[src/rtl/bubble_sort_seq.sv]
// bubble_sort_seq: sequential bubble-sort engine with a single comparator.
//   Loads N unsigned W-bit words over a valid/ready input stream, sorts them
//   in place (one adjacent compare-and-swap per clock, early exit after the
//   first clean pass), then returns them smallest-first over a valid/ready
//   output stream.
// Ports:
//   clk        rising-edge clock
//   reset      synchronous, active-high reset
//   in_valid   in_data holds a valid element
//   in_ready   engine accepts an element this cycle (LOAD only)
//   in_data    element to load
//   out_valid  out_data holds a valid sorted element (DRAIN only)
//   out_ready  consumer accepts out_data this cycle
//   out_data   sorted element, smallest first; zero outside DRAIN
//   busy       high while sorting
//   passes     passes executed for the current/last batch
module bubble_sort_seq #(
  parameter int N  = 8,
  parameter int W  = 8,
  parameter int PW = $clog2(N + 1)
) (
  input  logic          clk,
  input  logic          reset,
  input  logic          in_valid,
  output logic          in_ready,
  input  logic [W-1:0]  in_data,
  output logic          out_valid,
  input  logic          out_ready,
  output logic [W-1:0]  out_data,
  output logic          busy,
  output logic [PW-1:0] passes
);

  localparam int IW = (N > 2) ? $clog2(N) : 1;

  typedef enum logic [1:0] {
    LOAD,
    SORT,
    DRAIN
  } state_t;

  state_t r_state, w_state_nxt;

  logic [W-1:0]  r_mem [N];
  logic [IW-1:0] r_wr, r_rd, r_i;
  logic          r_swapped;
  logic [PW-1:0] r_passes;

  logic [IW-1:0] w_i_p1;
  logic [W-1:0]  w_left, w_right;
  logic          w_gt, w_pass_end, w_resort;
  logic          w_in_xfer, w_out_xfer, w_load_last, w_drain_last;

  assign w_i_p1       = r_i + IW'(1);
  assign w_left       = r_mem[r_i];
  assign w_right      = r_mem[w_i_p1];
  // Strict compare: equal neighbours stay put, which keeps the sort stable.
  assign w_gt         = (w_left > w_right);
  assign w_pass_end   = (r_i == IW'(N - 2));
  assign w_resort     = r_swapped | w_gt;
  assign w_in_xfer    = (r_state == LOAD) && in_valid;
  assign w_out_xfer   = (r_state == DRAIN) && out_ready;
  assign w_load_last  = w_in_xfer && (r_wr == IW'(N - 1));
  assign w_drain_last = w_out_xfer && (r_rd == IW'(N - 1));

  // State register
  always_ff @(posedge clk) begin
    if (reset) r_state <= LOAD;
    else       r_state <= w_state_nxt;
  end

  // Next-state logic
  always_comb begin
    w_state_nxt = r_state;
    unique case (r_state)
      LOAD:    if (w_load_last) w_state_nxt = SORT;
      SORT:    if (w_pass_end && !w_resort) w_state_nxt = DRAIN;
      DRAIN:   if (w_drain_last) w_state_nxt = LOAD;
      default: w_state_nxt = LOAD;
    endcase
  end

  // Output logic: handshake flags depend on state only
  always_comb begin
    in_ready  = 1'b0;
    out_valid = 1'b0;
    busy      = 1'b0;
    out_data  = '0;
    unique case (r_state)
      LOAD:  in_ready = 1'b1;
      SORT:  busy     = 1'b1;
      DRAIN: begin
        out_valid = 1'b1;
        out_data  = r_mem[r_rd];
      end
      default: ;
    endcase
  end

  assign passes = r_passes;

  // Index / pass bookkeeping
  always_ff @(posedge clk) begin
    if (reset) begin
      r_wr      <= '0;
      r_rd      <= '0;
      r_i       <= '0;
      r_swapped <= 1'b0;
      r_passes  <= '0;
    end else begin
      unique case (r_state)
        LOAD: begin
          if (w_load_last) begin
            r_wr      <= '0;
            r_i       <= '0;
            r_swapped <= 1'b0;
            r_passes  <= '0;
          end else if (w_in_xfer) begin
            r_wr <= r_wr + IW'(1);
          end
        end
        SORT: begin
          if (w_pass_end) begin
            r_passes <= r_passes + PW'(1);
            // A swap on the final compare of a pass still forces another pass.
            if (w_resort) begin
              r_i       <= '0;
              r_swapped <= 1'b0;
            end else begin
              r_rd <= '0;
            end
          end else begin
            r_i <= w_i_p1;
            if (w_gt) r_swapped <= 1'b1;
          end
        end
        DRAIN: begin
          if (w_drain_last) begin
            r_rd <= '0;
            r_wr <= '0;
          end else if (w_out_xfer) begin
            r_rd <= r_rd + IW'(1);
          end
        end
        default: ;
      endcase
    end
  end

  // Storage array: not reset, only ever read after a full load
  always_ff @(posedge clk) begin
    if (w_in_xfer) begin
      r_mem[r_wr] <= in_data;
    end else if ((r_state == SORT) && w_gt) begin
      r_mem[r_i]    <= w_right;
      r_mem[w_i_p1] <= w_left;
    end
  end

endmodule

[config.mk]
export PLATFORM = sky130hd
export DESIGN_NAME = bubble_sort_seq
export DESIGN_NICKNAME = d
export VERILOG_FILES = /design/src/rtl/bubble_sort_seq.sv
export SDC_FILE = /design/constraint.sdc
export NUM_CORES = 1
export LEC_CHECK = 0
export BUFFER_PORTS_ARGS = -buffer_cell sky130_fd_sc_hd__buf_2
export CORE_MARGIN = 4
export CORE_UTILIZATION = 50
export DETAILED_ROUTE_END_ITERATION = 6
export PLACE_DENSITY = 0.72
export SLEW_MARGIN = 20
export SYNTH_ARGS = -nofsm -noshare
export SYNTH_HDL_FRONTEND = slang
export SYNTH_SLANG_ARGS = --single-unit
[constraint.sdc]
create_clock -name clk -period 6.5 [get_ports clk]
set_clock_uncertainty 0.2 [all_clocks]
set_input_delay 1.3 -clock clk [delete_from_list [all_inputs] [get_ports clk]]
set_output_delay 1.3 -clock clk [all_outputs]
set_load 0.005 [all_outputs]
Yosys cells after proc, flatten, opt, wreduce, memory -nomap -nowiden:

Memories as Yosys holds them, arrays and structs flattened. A register that Yosys moved wholly into a read port is not among the register bits.
Index checks and enable logic that the tools add are counted.

* add/sub/neg operators: 4
* $lt $le $gt $ge: 1
* equality and inequality tests: 14
* multiplexer cells: 41
* bitwise logic cells: 1
* reduce and logical (&&, ||, !) cells: 18

Operators with widths (count)
* $mux W3: 15
* $pmux W3 S2: 3
* $mux W8: 2
* $mux W1: 13
* $ne A3 B3 Y1 const B: 4
* $reduce_and A3 Y1: 4
* $ne A2 B2 Y1 const B: 5
* $add A3 B1 Y3 const B: 3
* $eq A3 B3 Y1 const B: 3
* $gt A8 B8 Y1: 1
* $mux W4: 2
* $pmux W4 S2: 1
* $reduce_and A4 Y1: 2
* $reduce_or A8 Y1: 1
* $logic_and A1 B1 Y1: 6
* $mux W2: 3
* $pmux W2 S3: 1
* $reduce_bool A2 Y1: 3
* $add A4 B1 Y4 const B: 1
* $eq A2 B1 Y1 const B: 1
* $eq A2 B2 Y1 const B: 1
* $logic_not A2 Y1: 1
* $pmux W1 S2: 1
* $logic_not A1 Y1: 1
* $or A1 B1 Y1: 1

* register bits: 16
* RAM bits: 64
* input port bits: 12
* output and inout port bits: 15
* word-level logic and storage cells: 86
* memories kept: 1

Memories
* r_mem: words 8, width 8, rd ports 3, clocked after Yosys merged registers in 2, wr ports 2, line 44 `logic [W-1:0] r_mem [N];`

Depth between registers and ports, before layout:

An unclocked memory read counts as a cell.

* word-level depth: 9
* gate-level depth with buffers: 17
* gate-level depth less buffers: 12

Worst setup path after synthesis:

OpenSTA, ideal clock, no wires.

* path kind: register to register
* start point: register r_i[0]
* end point: memory r_mem[6][0] (enable)
* library setup time: 0.376 ns
* data arrival time: 3.727 ns
* data required time: 5.924 ns
* path slack: 2.197 ns
* stages on the path, launching flop included: 18
* buffers on the path: 5
* cells stage by stage: dfxtp_1 > buf_4 > inv_2 > buf_6 > ha_1 > clkbuf_1 > buf_4 > mux4_2 > nand2_1 > nand2_1 > ha_1 > nor2b_1 > o211ai_1 > a21o_1 > a211o_4 > buf_6 > or2_1 > o211ai_1

RTL lines
* start, declared: line 45 `logic [IW-1:0] r_wr, r_rd, r_i;`
* start signal, assigned: line 133 `r_i <= w_i_p1;`
* end, declared: line 44

==> impl_metrics.tcl <==
set metrics [dict create \
    status "finished clean" \
    antenna_found_initial 0 \
    via_per_inst 6.63 \
    design.core.area_um2 10900 \
    cts_setup_buffers 0 \
    first_pass_iters 6 \
    fp.dieArea_um2 13000 \
    yosysSeqAreaShare_pct 42.1 \
    yosysTopAreaCellShare_pct 34.2 \
    placedInstanceArea_um2 5910 \
    synthToLayoutAreaGrowth_pct 10.0 \
    stdcell_area_um2 6180 \
    clk_pin_slew_ns 0.06 \
    numPortBuffers 26 \
    routed.top_layer "met4" \
    synth_edf_count 64 \
    power.density_nw_per_um2 190 \
    grt_max_degree 19 \
    hpwlAfterDp_mm 10.3 \
    fin_crit_sh_pct 79.9 \
    rsz0062_at_grt "false" \
    fin_total_pwr_mw 1.17 \
    hp-class "reg -> reg" \
    relSlewSlack_pct 31.0 \
    start_util_pct 51.4 \
    clock-root-buffer "clkbuf_16" \
    diodes 0 \
    min_period_ns 5.20 \
    gp_congestion 0.976 \
    ys_ff_latch 86 \
    drv_cap 0 \
    ctsHtreeMaxLevel 3 \
    final_layout_size_suffix_gt1_share_pct 27.0 \
    antenna_left 0 \
    cts_resized 0 \
    cp-end-kind "flop" \
    worstPathRequired_ns 6.27 \
    drt-met1-wl_mm 5.84 \
    critPathKind "reg -> reg" \
    syn_nets 454 \
    clock_latency_ns 0.34 \
    peakVddDrop_mv 0.103 \
    cts_tree "yes" \
    grt_pass1_wl_mm 22.8 \
    setup-violations-final 0 \
    synthCells 427 \
    dp_cells 584 \
    p_leak_nw 2.61 \
    synth.most_common_cell "mux2i_1" \
    grt_pass1_vias 3967 \
    fp.dieW_um 114 \
    syn_area_um2 5620 \
    routed_wl_mm 14.7 \
    die_h_um 114 \
    first_iter_violations 358 \
    cts.sinks 86 \
    grt_usage_pct 23.4 \
    worst_setup_path_start_kind "flop" \
    synth_common_cells "mux2i_1, edfxtp_1, mux4_2" \
    fin_tns_setup_ns 0 \
    met3_length_mm 1.15 \
    finalHoldViolations 0 \
    ys.flop_type "edfxtp_1" \
    fin_nets 482 \
    finalNonFillerCells 600 \
    wl_met2_mm 7.18 \
    synth.avg_cell_area_um2 13.2 \
    ys_types 44 \
    wire_per_inst_um 24.4 \
    crit_path_max_fanout 18 \
    yosysTopAreaCell "edfxtp_1" \
    critical_path_arrival_ns 4.96 \
    async_reset_ff_share_pct 0 \
    rows 38 \
    drcViolationCount 0 \
    synthTopCellsByArea "edfxtp_1, mux4_2, mux2i_1" \
    yosys_warnings 0 \
    drv_slew 0 \
    cts_buffers 9 \
    tightest_slew_ns 1.03 \
    vias 3975 \
    clockBufferDepth 2 \
    grt-ovfl-total 0 \
    timing.fmax_ghz 0.192 \
    boundaryPins 27 \
    hold_buffers 0 \
]
-- layer usage --
metal / track usage [%] / vias to the layer above
met1: 30.1 / 2011
met5: 0 / -
li1: - / 1719
met3: 4.19 / 40
met4: 10.1 / 0
met2: 38.9 / 205
-- cells in the final DEF, fill, tap and decap left out, types with 2 or more instances in the layout --
| cell type | n |
|---|---|
| nor2b_1 | 2 |
| nand2b_1 | 10 |
| mux2_4 | 3 |
| nand3_1 | 18 |
| a22oi_1 | 2 |
| mux2i_1 | 90 |
| nand4b_1 | 2 |
| and3_1 | 2 |
| o21ai_0 | 3 |
| clkinv_4 | 2 |
| inv_1 | 17 |
| nor3_1 | 7 |
| or3_1 | 5 |
| nand3b_1 | 3 |
| or2_2 | 2 |
| dfxtp_1 | 22 |
| buf_4 | 21 |
| clkinv_2 | 2 |
| edfxtp_1 | 64 |
| mux2_2 | 5 |
| nand4_1 | 4 |
| ha_1 | 15 |
| xor2_1 | 2 |
| mux4_2 | 48 |
| nand2_1 | 18 |
| o211ai_1 | 5 |
| a21oi_1 | 10 |
| clkbuf_16 | 9 |
| buf_2 | 26 |
| nor2_1 | 24 |
-- worst max-delay path, stage by stage (launching register included) --
cell and delay (ns):
dfxtp_1 0.31, buf_4 0.28, inv_2 0.20, ha_1 0.84, mux4_2 0.41, mux2i_1 0.25, ha_1 0.18, nand4_1 0.15
a21o_1 0.24, a21oi_2 0.39, nand3_1 0.62, o211ai_1 0.74
-- logic make-up (layout without fill, tap and decap cells) --
kind of cell,count (synthesis),after routing,synth area share [%]
AOI/OAI and AO/OA,27,27,3.25
xor gates and xnor gates,4,4,0.758
adders and majority gates,15,15,3.34
buffers and inverters,48,81,4.17
DFF,86,86,42.1
muxes,147,147,37.5
and+or+nand+nor,100,100,8.91
-- sequential cells by signal, summed over array words and instances (netlist names), named ones only --
name / flops
r_i: 3
r_swapped: 1
r_state: 2
r_wr: 3
r_mem: 64
passes: 4
r_rd: 3
-- area by class of cell --
class	count	area, µm²
tap	140	175
timing repair buffer	47	288
sequential	86	2360
multi-input combinational	293	3020
inverter	18	67.6
clock buffer	10	229
clock inverter	6	38.8
fill	892	4760
-- final timing paths --
kind	from	endpoint	slack [ns]	cells after the start
min	r_swapped	r_swapped	0.29	2
max	r_i[0]	r_mem[6][1]	1.30	11
min reg2reg	r_swapped	r_swapped	0.29	2
max reg2reg	r_i[0]	r_mem[6][1]	1.30	11
-- where the power goes --
part,switching (mW),internal [mW],leakage (nW)
registers,0.00782,0.599,0.759
logic,0.0520,0.0396,1.73
clock network,0.218,0.258,0.130
-- metrics by stage --
step                      util (%)  worst slack, ns  hold WS, ns
after detailed placement      54.1             1.34        0.268
after CTS                     56.5             1.33        0.279
final                         56.5             1.30        0.290
after floorplan                  -             2.20        0.246
after global placement        54.1             1.40        0.260
after global routing          56.5             1.02        0.303
Power figures use the tool's default switching activity.
